### config.mk
export PLATFORM = sky130hd
export DESIGN_NAME = mmio_regfile
export DESIGN_NICKNAME = d
export VERILOG_FILES = /design/src/rtl/mmio_regfile.sv
export SDC_FILE = /design/constraint.sdc
export NUM_CORES = 1
export LEC_CHECK = 0
export ABC_AREA = 1
export CAP_MARGIN = 20
export CORE_ASPECT_RATIO = 1.2
export CORE_MARGIN = 1.5
export CORE_UTILIZATION = 50
export CTS_BUF_LIST = sky130_fd_sc_hd__clkbuf_2
export CTS_CLUSTER_SIZE = 30
export DETAILED_ROUTE_END_ITERATION = 10
export GPL_TIMING_DRIVEN = 1
export PLACE_DENSITY = 0.69
export SETUP_SLACK_MARGIN = 0.05
export SYNTH_ARGS = -nofsm -noshare
export SYNTH_HDL_FRONTEND = slang
export SYNTH_SLANG_ARGS = --single-unit
### constraint.sdc
create_clock -name clock -period 3.4 [get_ports clock]
set_input_delay 0.68 -clock clock [delete_from_list [all_inputs] [get_ports clock]]
set_output_delay 0.68 -clock clock [all_outputs]
set_load 0.02 [all_outputs]
### src/rtl/mmio_regfile.sv
// rtl/mmio_regfile.sv - problem-state MMIO responder: ID, scratch and status registers
// Optional request parity checking and error counting under `define MMIO_PARITY_CHECK_EN.
module mmio_regfile #(
  parameter int          NUM_REGS = 8,
  parameter int          LATENCY  = 2,
  parameter logic [0:63] AFU_ID   = 64'h0000_CAFE_0000_0001
) (
  input  logic        clock,
  input  logic        reset_n,
  input  logic        mmio_valid,
  input  logic        mmio_cfg,
  input  logic        mmio_read,
  input  logic        mmio_dw,
  input  logic [0:23] mmio_address,
  input  logic        mmio_address_parity,
  input  logic [0:63] mmio_wdata,
  input  logic        mmio_wdata_parity,
  output logic        ack,
  output logic [0:63] rdata,
  output logic        rdata_parity
);

  localparam int IDX_W = $clog2(NUM_REGS);

  localparam logic [1:0] S_IDLE = 2'd0;
  localparam logic [1:0] S_WAIT = 2'd1;
  localparam logic [1:0] S_RESP = 2'd2;

  logic [1:0]       state_q, state_d;
  logic [3:0]       cnt_q, cnt_d;
  logic             req_read_q, req_read_d;
  logic             req_dw_q, req_dw_d;
  logic             req_word_q, req_word_d;
  logic             req_err_q, req_err_d;
  logic [IDX_W-1:0] req_idx_q, req_idx_d;
  logic [0:63]      req_wdata_q, req_wdata_d;
  logic             sticky_q, sticky_d;
  logic             ack_q, ack_d;
  logic [0:63]      rdata_q, rdata_d;
  logic [0:63]      regs_q [NUM_REGS];
  logic [0:63]      regs_d [NUM_REGS];
  logic [31:0]      err_count;

  logic             accept;
  logic             capture;
  logic             par_err;
  logic             enter_resp;
  logic [0:63]      slot_val;
  logic [0:31]      slot_word;
  logic [0:63]      resp_val;
  logic             unused_in;

  assign accept  = mmio_valid & ~mmio_cfg;
  assign capture = accept && (state_q == S_IDLE);

`ifdef MMIO_PARITY_CHECK_EN
  logic [31:0] perr_cnt_q, perr_cnt_d;

  assign par_err = (mmio_address_parity != ~^mmio_address) |
                   (~mmio_read & (mmio_wdata_parity != ~^mmio_wdata));

  always_comb begin
    perr_cnt_d = perr_cnt_q;
    if (capture && par_err && (perr_cnt_q != 32'hFFFF_FFFF)) begin
      perr_cnt_d = perr_cnt_q + 32'd1;
    end
  end

  always_ff @(posedge clock or negedge reset_n) begin
    if (!reset_n) perr_cnt_q <= '0;
    else          perr_cnt_q <= perr_cnt_d;
  end

  assign err_count = perr_cnt_q;
`else
  assign par_err   = 1'b0;
  assign err_count = 32'h0;
`endif

  assign unused_in = ^{mmio_address_parity, mmio_wdata_parity, mmio_address[0:22-IDX_W]};

  // The _d view of the request is the one being answered, which lets LATENCY=1 respond straight from IDLE.
  always_comb begin
    req_read_d  = req_read_q;
    req_dw_d    = req_dw_q;
    req_word_d  = req_word_q;
    req_err_d   = req_err_q;
    req_idx_d   = req_idx_q;
    req_wdata_d = req_wdata_q;
    if (capture) begin
      req_read_d  = mmio_read;
      req_dw_d    = mmio_dw;
      req_word_d  = mmio_address[23];
      req_err_d   = par_err;
      req_idx_d   = mmio_address[23-IDX_W:22];
      req_wdata_d = mmio_wdata;
    end
  end

  always_comb begin
    if (req_idx_d == IDX_W'(0)) begin
      slot_val = AFU_ID;
    end else if (req_idx_d == IDX_W'(NUM_REGS - 1)) begin
      slot_val = {31'b0, sticky_q, err_count};
    end else begin
      slot_val = regs_q[req_idx_d];
    end
    slot_word = req_word_d ? slot_val[32:63] : slot_val[0:31];
    resp_val  = '0;
    if (!req_err_d && !(req_dw_d && req_word_d)) begin
      resp_val = req_dw_d ? slot_val : {slot_word, slot_word};
    end
  end

  always_comb begin
    state_d    = state_q;
    cnt_d      = cnt_q;
    sticky_d   = sticky_q;
    ack_d      = 1'b0;
    rdata_d    = '0;
    enter_resp = 1'b0;
    for (int i = 0; i < NUM_REGS; i++) regs_d[i] = regs_q[i];

    case (state_q)
      S_IDLE: begin
        if (accept) begin
          cnt_d = 4'(LATENCY - 1);
          if (LATENCY == 1) begin
            state_d    = S_RESP;
            enter_resp = 1'b1;
          end else begin
            state_d = S_WAIT;
          end
        end
      end
      S_WAIT: begin
        if (accept) sticky_d = 1'b1;
        cnt_d = cnt_q - 4'd1;
        if (cnt_q == 4'd1) begin
          state_d    = S_RESP;
          enter_resp = 1'b1;
        end
      end
      S_RESP: begin
        if (accept) sticky_d = 1'b1;
        state_d = S_IDLE;
      end
      default: state_d = S_IDLE;
    endcase

    if (enter_resp) begin
      ack_d = 1'b1;
      if (req_read_d) begin
        rdata_d = resp_val;
      end else if (!req_err_d && !(req_dw_d && req_word_d) &&
                   (req_idx_d != IDX_W'(0)) && (req_idx_d != IDX_W'(NUM_REGS - 1))) begin
        if (req_dw_d)        regs_d[req_idx_d]        = req_wdata_d;
        else if (req_word_d) regs_d[req_idx_d][32:63] = req_wdata_d[32:63];
        else                 regs_d[req_idx_d][0:31]  = req_wdata_d[32:63];
      end
    end
  end

  always_ff @(posedge clock or negedge reset_n) begin
    if (!reset_n) begin
      state_q     <= S_IDLE;
      cnt_q       <= '0;
      req_read_q  <= 1'b0;
      req_dw_q    <= 1'b0;
      req_word_q  <= 1'b0;
      req_err_q   <= 1'b0;
      req_idx_q   <= '0;
      req_wdata_q <= '0;
      sticky_q    <= 1'b0;
      ack_q       <= 1'b0;
      rdata_q     <= '0;
      for (int i = 0; i < NUM_REGS; i++) regs_q[i] <= '0;
    end else begin
      state_q     <= state_d;
      cnt_q       <= cnt_d;
      req_read_q  <= req_read_d;
      req_dw_q    <= req_dw_d;
      req_word_q  <= req_word_d;
      req_err_q   <= req_err_d;
      req_idx_q   <= req_idx_d;
      req_wdata_q <= req_wdata_d;
      sticky_q    <= sticky_d;
      ack_q       <= ack_d;
      rdata_q     <= rdata_d;
      for (int i = 0; i < NUM_REGS; i++) regs_q[i] <= regs_d[i];
    end
  end

  assign ack          = ack_q;
  assign rdata        = rdata_q;
  assign rdata_parity = ~^rdata_q;

endmodule

**After elaboration in Yosys (flattened, before gate mapping)**

Cells that the tools add are included.

- Bits in registers: 655
- Output and inout bits: 66

- Add/subtract/negate cells: 1
- Magnitude comparators: 2
- Eq/ne operators: 7
- Muxes and demuxes: 35
- Bitwise operators: 4
- Reductions and logical operators: 18

Operators by type and width:

| cell | number |
|---|---|
| $bwmux W512 | 3 |
| $mux W512 | 2 |
| $mux W64 | 11 |
| $demux W64 S3 | 3 |
| $bmux W64 S3 | 1 |
| $mux W32 | 2 |
| $reduce_xnor A64 Y1 | 1 |
| $pmux W4 S2 | 1 |
| $mux W1 | 7 |
| $logic_and A1 B1 Y1 | 6 |
| $reduce_and A2 Y1 | 3 |
| $eq A4 B1 Y1 const B | 1 |
| $ge A4 B4 Y1 const B | 1 |
| $lt A4 B1 Y1 const B | 1 |
| $mux W2 | 2 |
| $mux W4 | 1 |
| $ne A2 B2 Y1 const B | 2 |
| $not A3 Y4 | 1 |
| $pmux W2 S2 | 1 |
| $sub A4 B1 Y4 const B | 1 |
| $eq A3 B3 Y1 const B | 1 |
| $logic_not A3 Y1 | 1 |
| $mux W3 | 1 |
| $ne A3 B3 Y1 const B | 1 |
| 10 further kinds | 12 |

**Logic depth before layout (Yosys ltp)**

Gate-level depths: netlist of run 1.

- Depth in word-level cells: 15
- Mapped depth: 18
- Mapped depth without buffers: 15

**Worst setup path after synthesis of run 1**

Ideal clock, no wire load.

- Path kind: input to register
- Start point: input port mmio_valid
- End point: register regs_q[348] (netlist name)
- Library setup time: 0.117 ns
- Data arrival time: 2.270 ns
- Data required time: 3.283 ns
- Slack: 1.012 ns
- Cell stages on the path: 13
- Cell sequence: buf_4 > nand3_4 > buf_4 > nand2_1 > nand2_1 > a21oi_2 > nand2_1 > nor3_4 > buf_6 > nand3_1 > buf_2 > nand2_1 > nand2_1

- Longest elaborated chain between the ends: 11

Ends and longest elaborated chain:

| item | RTL line | RTL |
|---|---|---|
| from (decl) | 10 | `input logic mmio_valid,` |
| $and A1 B1 Y1 (*) | 53 | `assign accept = mmio_valid & ~mmio_cfg;` |
| $logic_and A1 B1 Y1 (*) | 54 | `assign capture = accept && (state_q == S_IDLE);` |
| $mux W3 | 90 | `if (capture) begin` |
| $not A3 Y4 (not written as such) | 157, 158, 159 |  |
| $ge A4 B4 Y1 (not written as such) / $lt A4 B1 Y1 (equally long branches) | 157, 158 |  |
| $logic_and A1 B1 Y1 (not written as such) | 157, 158 |  |
| $mux W32 (not written as such) | 158 | `else if (req_word_d) regs_d[req_idx_d][32:63] = req_wdata_d[32:63];` |
| $demux W64 S3 | 158 |  |
| $bwmux W512 | 158 |  |
| $mux W512 | 158 |  |
| $mux W512 | 157 | `if (req_dw_d) regs_d[req_idx_d] = req_wdata_d;` |
| to (decl) | 40 | `logic [0:63] regs_q [NUM_REGS];` |

Every way passes the cells marked *; elsewhere a longest branch is shown, timed or not.
A chain may end at the register's enable or synchronous reset.

**Worst setup path after layout of run 1**

- Start point: register rdata_q (netlist bit rdata[6])
- End point: output port rdata_parity

- Longest elaborated chain between the ends: 1

Ends and longest elaborated chain:

| item | RTL line | RTL |
|---|---|---|
| from (decl) | 39 | `logic [0:63] rdata_q, rdata_d;` |
| from (signal assigned) | 189 | `rdata_q <= rdata_d;` |
| $reduce_xnor A64 Y1 | 196 | `assign rdata_parity = ~^rdata_q;` |
| to (decl) | 20 | `output logic rdata_parity` |

No other way between the ends.

==> summary.txt, run 1 <==
Status
  – Outcome: finished with violations
  – Failing checks: negative setup slack

Final layout
  – Area Growth Syn to Fin: 18.4%
  – Leading cell type in the layout, fill and taps excluded: nand2_1
  – Layout Nets: around 4.1k
  – Final Core Density: roughly 60%
  – Commonest non-fill, non-tap cells in the layout: 1645 x nand2_1, 528 x dfrtp_1, 397 x nand4_1
  – Ratio of cells with drive above 1 in the final layout: 12.5%

Global routing
  – Initial antenna violation count: 2
  – GR Overflow Total: 0
  – Vias in the first global route: 25.0k
  – Global Route Usage Sum: around 32%
  – First-pass GRT wire length: 141 mm
  – Largest net degree at the start of global routing: 83

Synth
  – Syn nets: between 3k and 4k
  – Unique masters post-synth: 34
  – Mean Syn Cell Area: between 7 and 8 sq um
  – Synth warn: 0
  – Mapped cell area: roughly 28000 sq um
  – Post-Synthesis Cells: roughly 3.8k
  – #FFs+latches synth: between 500 and 600
  – Sequential area share after synthesis: between 40 and 50%

Route
  – Vias per cell: roughly 5.5
  – Routed len/inst: between 15 and 20 microns
  – Post-route ant nets: 0
  – Drt drc: 0
  – DR pass1 iterations: 7
  – First-iteration detailed-routing DRC count: approximately 2.5k
  – Vias: between 20k and 30k
  – Final WL: 90.3 mm

Floorplan
  – Core area: approximately 55000 sq um
  – Die Ht: approximately 260 microns
  – Rows: between 90 and 100
  – Die Area: 56700 sq um
  – Initial Util: 50.5%
  – Die width: between 200 and 250 microns
  – I/O Pins: about 160

CTS
  – CTS tree: built
  – CTS HTree Levels: 4
  – CTS clk-pin slew, worst paths: 0.10 ns
  – Clock root buffer: clkbuf_2
  – Max Root-Sink Buffers: 3
  – Clock sinks: around 530
  – Worst-Skew Late Latency: about 1.2 ns
  – TritonCTS Buffers: 134

Timing
  – Final hold vios: 0
  – WHS: 0.101 ns
  – Setup ws final: -0.142 ns
  – Setup violations, final: 1
  – Fin crit share: 104%
  – FMAX: between 200 and 300 MHz
  – Period minus WS final: 3.54 ns
  – RSZ-0062 raised after global routing: yes
  – Worst slew pin tran: roughly 0.74 ns
  – Max-slew violations: 0
  – Worst Clk Skew: 0.0812 ns
  – Max-slew headroom: 50.9%

Critical path
  – Buf/Inv on CP: 2
  – CP cell instances: xor2_2 > buf_4 > nand2_2 > nand2_1 > nand2_1 > nand2_2 > nand2_2 > nand2_2 > nand2_2 > nand2_1 > nand2_1 > nand2_1 > buf_6
  – Worst-path maximum fanout: 4
  – Setup crit end kind: output pin
  – Critical Path Source Type: flip-flop
  – Critical Path AT: about 2.9 ns
  – Crit path max-delay cell type: dfrtp_1
  – CP required: 2.72 ns
  – Worst reg2reg setup slack: approximately 0.26 ns
  – Worst r2r src: state_q[0]$_DFFE_PN0P_
  – Setup Crit Path Kind: flip-flop to output pin
  – Max stage delay on crit path: ~0.44 ns
  – CP top delay family: simple AND/OR/NAND/NOR gates
  – Reg-to-Reg End: regs_q[409]$_DFFE_PN0P_
  – Reg2reg path depth: 13

Pwr
  – Total chip power: around 0.027 W
  – Pwr/cell area: 834 nW/um^2
  – P_leak: 17.3 nW
  – Maximum vdd drop: approximately 0.00062 V

Min path
  – Hold WC Path Type: primary input to asynchronous set/reset pin

Run
  – Total of max-cap violations: 0

Placed design
  – HPWL Detailed: between 50 and 60 mm
  – Port buffer count: between 100 and 150
  – GP Congestion: 0.891
how the worst max path moves through the flow:
| stage | end | start | cells past startpoint | slack (ns) |
|---|---|---|---|---|
| after global placement | regs_q[386]$_DFFE_PN0P_ | mmio_cfg | 13 | 0.09 |
| after floorplan | regs_q[348]$_DFFE_PN0P_ | mmio_valid | 13 | 1.01 |
| after global routing | rdata_parity | rdata[6]$_DFF_PN0_ | 13 | -0.24 |
| after detailed placement | regs_q[424]$_DFFE_PN0P_ | mmio_cfg | 13 | 0.09 |
| after CTS | rdata_parity | rdata[7]$_DFF_PN0_ | 13 | -0.14 |
| final | rdata_parity | rdata[6]$_DFF_PN0_ | 13 | -0.14 |
synth_stat cells:
cell,number,area [sq um]
buf_6,5,56.3
inv_1,290,1090
ha_1,5,62.6
a21oi_2,1,8.76
dfrtp_1,528,13200
o21a_1,1,7.51
nand4_1,397,2480
or2_2,22,138
buf_4,20,150
o211ai_1,33,248
a21oi_1,15,75.1
o21ai_2,1,8.76
nand2_2,3,18.8
clkinv_1,3,11.3
buf_1,29,109
buf_2,57,285
clkbuf_4,2,15.0
nand3b_1,46,345
o21ai_0,73,365
nand2_1,1659,6230
nor2_1,188,706
nor2_2,2,12.5
a31o_2,1,8.76
xor2_1,9,78.8
inv_2,3,11.3
xnor2_1,10,87.6
clkbuf_8,1,13.8
o22ai_1,35,219
and2_1,64,400
nand3_1,117,586
nor3_4,1,16.3
nor3_1,1,5.00
nand3_4,1,17.5
clkbuf_1,148,556
power by group:
part           internal [W]  total [W]  switching [W]
sequential          0.00746    0.00800       0.000538
combinational       0.00486     0.0149         0.0101
clock               0.00179    0.00436        0.00257
sequential cells by signal, summed over array words and instances, names as in the netlist:
| register | count |
|---|---|
| ack | 1 |
| req_wdata_q | 64 |
| regs_q | 385 |
| state_q | 2 |
| req_dw_q | 1 |
| rdata | 64 |
| sticky_q | 1 |
| cnt_q | 4 |
| req_word_q | 1 |
| req_err_q | 1 |
| req_idx_q | 3 |
| req_read_q | 1 |
cell families (layout without fill, tap and decap cells):
family                     after synthesis  count (layout)  synth area share, %
buffers and inverters                  558             901                 8.31
AOI/OAI and AO/OA                      160             160                 3.40
and+or+nand+nor                       2501            2501                 39.6
DFF                                    528             528                 47.8
other                                    0               1                    0
xor gates and xnor gates                19              19                0.602
adders and majority gates                5               5                0.226
final cells by class:
| type | instances | area, sq um |
|---|---|---|
| inverters | 296 | 1120 |
| fillers | 5045 | 22000 |
| diodes | 1 | 2.50 |
| clock buffers | 193 | 966 |
| clock inverters | 22 | 188 |
| multi-input cells | 2685 | 12300 |
| well taps | 720 | 901 |
| flip-flops and latches | 528 | 13200 |
| repair buffers | 390 | 4090 |
metrics by stage:
stage	TNS (ns)	instances	instance area [sq um]	setup WS, ns
after global placement	0	4615	31500	0.0911
final	-0.142	4835	32700	-0.142
after detailed placement	0	4615	31500	0.0862
after global routing	-0.242	4835	32700	-0.242
after CTS	-0.136	4833	32700	-0.136
after floorplan	0	3771	27600	1.01
worst reg2reg max path: cells and delay by family (launching register included):
family	cells	cell delay, ns
AND/OR/NAND/NOR	8	1.41
flip-flops	1	0.40
buffers and inverters	4	0.74
adder cells (fa/ha/maj)	1	0.44
layer usage:
metal	global-route usage, %	up-vias	part of all wire [%]
met1	43.2	12500	41
met3	6.96	200	9.1
met2	51.1	1232	46
li1	-	12700	-
met4	13.1	2	3.2
met5	0	-	0.014
repair_timing:
action / in CTS / in global routing
gates resized for setup: 13 / 8
hold buffers: 1 / 0
setup endpoints to repair: 1 / 1
pin swaps: 11 / 10
hold endpoints to repair: 186 / 0
buffers inserted: 2 / 1
(Power assumes the default switching activity.)
==> inputs of run 2 (changes only) <==
--- a/config.mk
+++ b/config.mk
@@ -8,7 +8,7 @@
 export ABC_AREA = 1
 export CAP_MARGIN = 20
 export CORE_ASPECT_RATIO = 1.2
-export CORE_MARGIN = 1.5
+export CORE_MARGIN = 5
 export CORE_UTILIZATION = 50
 export CTS_BUF_LIST = sky130_fd_sc_hd__clkbuf_2
 export CTS_CLUSTER_SIZE = 30
==> run 2 against run 1 <==
Against the previous run:
- first-iteration DRC count rose by 5.8%
- clock-buffer cell count is 1 higher
- worst setup slack gained 0.065 ns
- cell count down 0.12%
- sequential share of layout area rose by 0.14 points
- the flow still finishes with violations (negative setup slack)
- sequential power hardly changed
- non-clock buffer count is 11 lower
==> summary.txt, run 2 (synthesized netlist as in run 1, its figures left out) <==
Final layout
  – Reg with most FFs: regs_q
  – Final instance area: 32600 sq um (-0.34%)
  – Leading cell type in the layout, fill and taps excluded: nand2_1
  – Ratio of cells with drive above 1 in the final layout: 12.4% (-0.073 points)
  – Commonest non-fill, non-tap cells in the layout: 1642 x nand2_1, 528 x dfrtp_1, 397 x nand4_1
  – Area Growth Syn to Fin: 18.0%
  – Final Core Density: 59.5% (-0.33 points)
  – Layout Nets: 4125 (-0.27%)
  – Max reg flops: 385 (unchanged)

Floorplan
  – Initial Util: 50.4% (-0.11 points)
  – Die Ht: 268 microns (+2.7%)
  – I/O Pins: 162 (unchanged)
  – Rows: 94 (unchanged)
  – Die Area: 60100 sq um (+6.0%)
  – Die width: 225 microns (+3.2%)
  – Core area: 54800 sq um (+0.22%)

CTS
  – CTS clk-pin slew, worst paths: 0.11 ns (about the same)
  – CTS HTree Levels: 4 (unchanged)
  – Clock sinks: 528 (unchanged)
  – Max Root-Sink Buffers: 3 (unchanged)
  – Clock root buffer: clkbuf_2
  – CTS tree: built
  – Worst-Skew Late Latency: 1.17 ns (-0.02 ns)
  – TritonCTS Buffers: 134 (unchanged)

Timing
  – Setup ws final: -0.0766 ns (+0.0650 ns)
  – WHS: 0.114 ns (+0.0135 ns)
  – Setup violations, final: 1 (unchanged)
  – Period minus WS final: 3.48 ns (-0.0650 ns)
  – FMAX: 288 MHz (+1.9%)
  – Fin crit share: 102% (-1.9 points)
  – RSZ-0062 raised after global routing: yes
  – Worst slew pin tran: 0.722 ns (-0.0150 ns)
  – Max-slew headroom: 51.9% (+1.0 points)
  – Max-slew violations: 0 (unchanged)
  – Final hold vios: 0 (unchanged)
  – Worst Clk Skew: 0.0888 ns (+0.00762 ns)

Status
  – Failing checks: negative setup slack
  – Outcome: finished with violations

Critical path
  – Buf/Inv on CP: 2 (unchanged)
  – Setup crit end kind: output pin
  – CP top delay family: simple AND/OR/NAND/NOR gates
  – Setup Crit Path Kind: flip-flop to output pin
  – Critical Path Source Type: flip-flop
  – Crit path depth: 13 (unchanged)
  – CP cell instances: xor2_2 > buf_4 > nand2_1 > nand2_1 > nand2_2 > nand2_4 > nand2_2 > nand2_2 > nand2_2 > nand2_1 > nand2_1 > nand2_1 > buf_6
  – Crit path max-delay cell type: dfrtp_1
  – CP required: 2.72 ns (about the same)
  – Max stage delay on crit path: 0.44 ns (about the same)
  – Reg2reg path depth: 13 (unchanged)
  – Worst-path maximum fanout: 3 (-1)
  – Worst reg2reg setup slack: 0.31 ns (+0.05 ns)
  – CP dominant cell by count: nand2_1
  – Critical Path AT: 2.80 ns (-0.06 ns)

Pwr
  – Reg power frac: 29.9% (+0.6 points)
  – Psw: 0.0129 W (-1.9%)
  – Comb power frac: 53.7% (-1.0 points)
  – Maximum vdd drop: 0.000742 V (+20%)
  – Pwr/cell area: 820 nW/um^2 (-1.6%)
  – Cell Int Power: 0.0138 W (-2.0%)
  – Net Sw Frac: 48.3% (about the same)
  – Clock Power Share: 16.4% (+0.4 points)
  – P_leak: 17.2 nW (-0.37%)
  – Total chip power: 0.0268 W (-2.0%)

Global routing
  – GR Overflow Total: 0 (unchanged)
  – Initial antenna violation count: 3 (+1)
  – Vias in the first global route: 25.5k (+2.1%)
  – Largest net degree at the start of global routing: 81 (-2.4%)
  – First-pass GRT wire length: 143 mm (+1.5%)
  – Global Route Usage Sum: 30.3% (-2.0 points)

Route
  – Drt drc: 0 (unchanged)
  – Vias per cell: 5.49 (-0.44%)
  – Final WL: 91.0 mm (+0.76%)
  – Vias: 26.5k (-0.57%)
  – Post-route ant nets: 0 (unchanged)
  – First-iteration detailed-routing DRC count: 2685 (+5.8%)
  – DR pass1 iterations: 5 (-2)
  – Routed len/inst: 18.8 microns (+0.88%)

Placed design
  – Port buffer count: 139 (unchanged)
  – Area after DPL: 31300 sq um (-0.48%)
  – HPWL Detailed: 61.0 mm (+2.3%)
  – GP Congestion: 0.880 (-1.2%)

Min path
  – Hold WC Path Type: primary input to asynchronous set/reset pin

Run
  – Total of max-cap violations: 0 (unchanged)
run 2: layout make-up:
| cell class | instances | area (sq um) |
|---|---|---|
| Sequential cell | 528 | 13200 |
| Fill cell | 5152 | 22200 |
| Antenna cell | 3 | 7.51 |
| Timing Repair Buffer | 379 | 3940 |
| Tap cell | 720 | 901 |
| Inverter | 296 | 1120 |
| Multi-Input combinational cell | 2685 | 12300 |
| Clock buffer | 194 | 971 |
| Clock inverter | 24 | 199 |
run 2: layer usage:
metal	GRT usage [%]	wire [microns]
met1	40.0	37000
met2	49.1	42600
met3	6.65	8000
met4	12.1	3350
met5	0	13
run 2: final timing paths:
path | startpoint | endpoint
max reg2reg | state_q[0]$_DFFE_PN0P_ | rdata[11]$_DFF_PN0_
max in group asynchronous | reset_n | regs_q[191]$_DFFE_PN0P_
min | reset_n | regs_q[480]$_DFFE_PN0P_
min in group clock | mmio_address[23] | req_word_q$_DFF_PN0_
max | rdata[6]$_DFF_PN0_ | rdata_parity
min reg2reg | regs_q[480]$_DFFE_PN0P_ | regs_q[480]$_DFFE_PN0P_
run 2: metrics by stage:
stage | std cells | TNS, ns | worst slack [ns]
finish | 4829 | -0.0766 | -0.0766
global route | 4828 | -0.252 | -0.252
CTS | 4825 | -0.0977 | -0.0977
detailed placement | 4603 | -0.0351 | -0.0351
global placement | 4603 | 0 | 0.0520
floorplan | 3771 | 0 | 1.01
run 2: timing repair:
item | in CTS | in global routing
buffers inserted | 3 | 1
setup endpoints to repair | 1 | 2
endpoints found under the hold margin | 211 | 0
gates resized for setup | 18 | 8
hold buffers | 1 | 0
pin swaps | 10 | 8
run 2: power by group through the flow:
stage / Combinational, W / Sequential (W) / Clock (W)
detailed placement: 0.0140 / 0.00810 / 0
global placement: 0.0139 / 0.00806 / 0
global route: 0.0155 / 0.00813 / 0.00479
floorplan: 0.00801 / 0.00803 / 0
CTS: 0.0141 / 0.00798 / 0.00446
finish: 0.0144 / 0.00800 / 0.00438
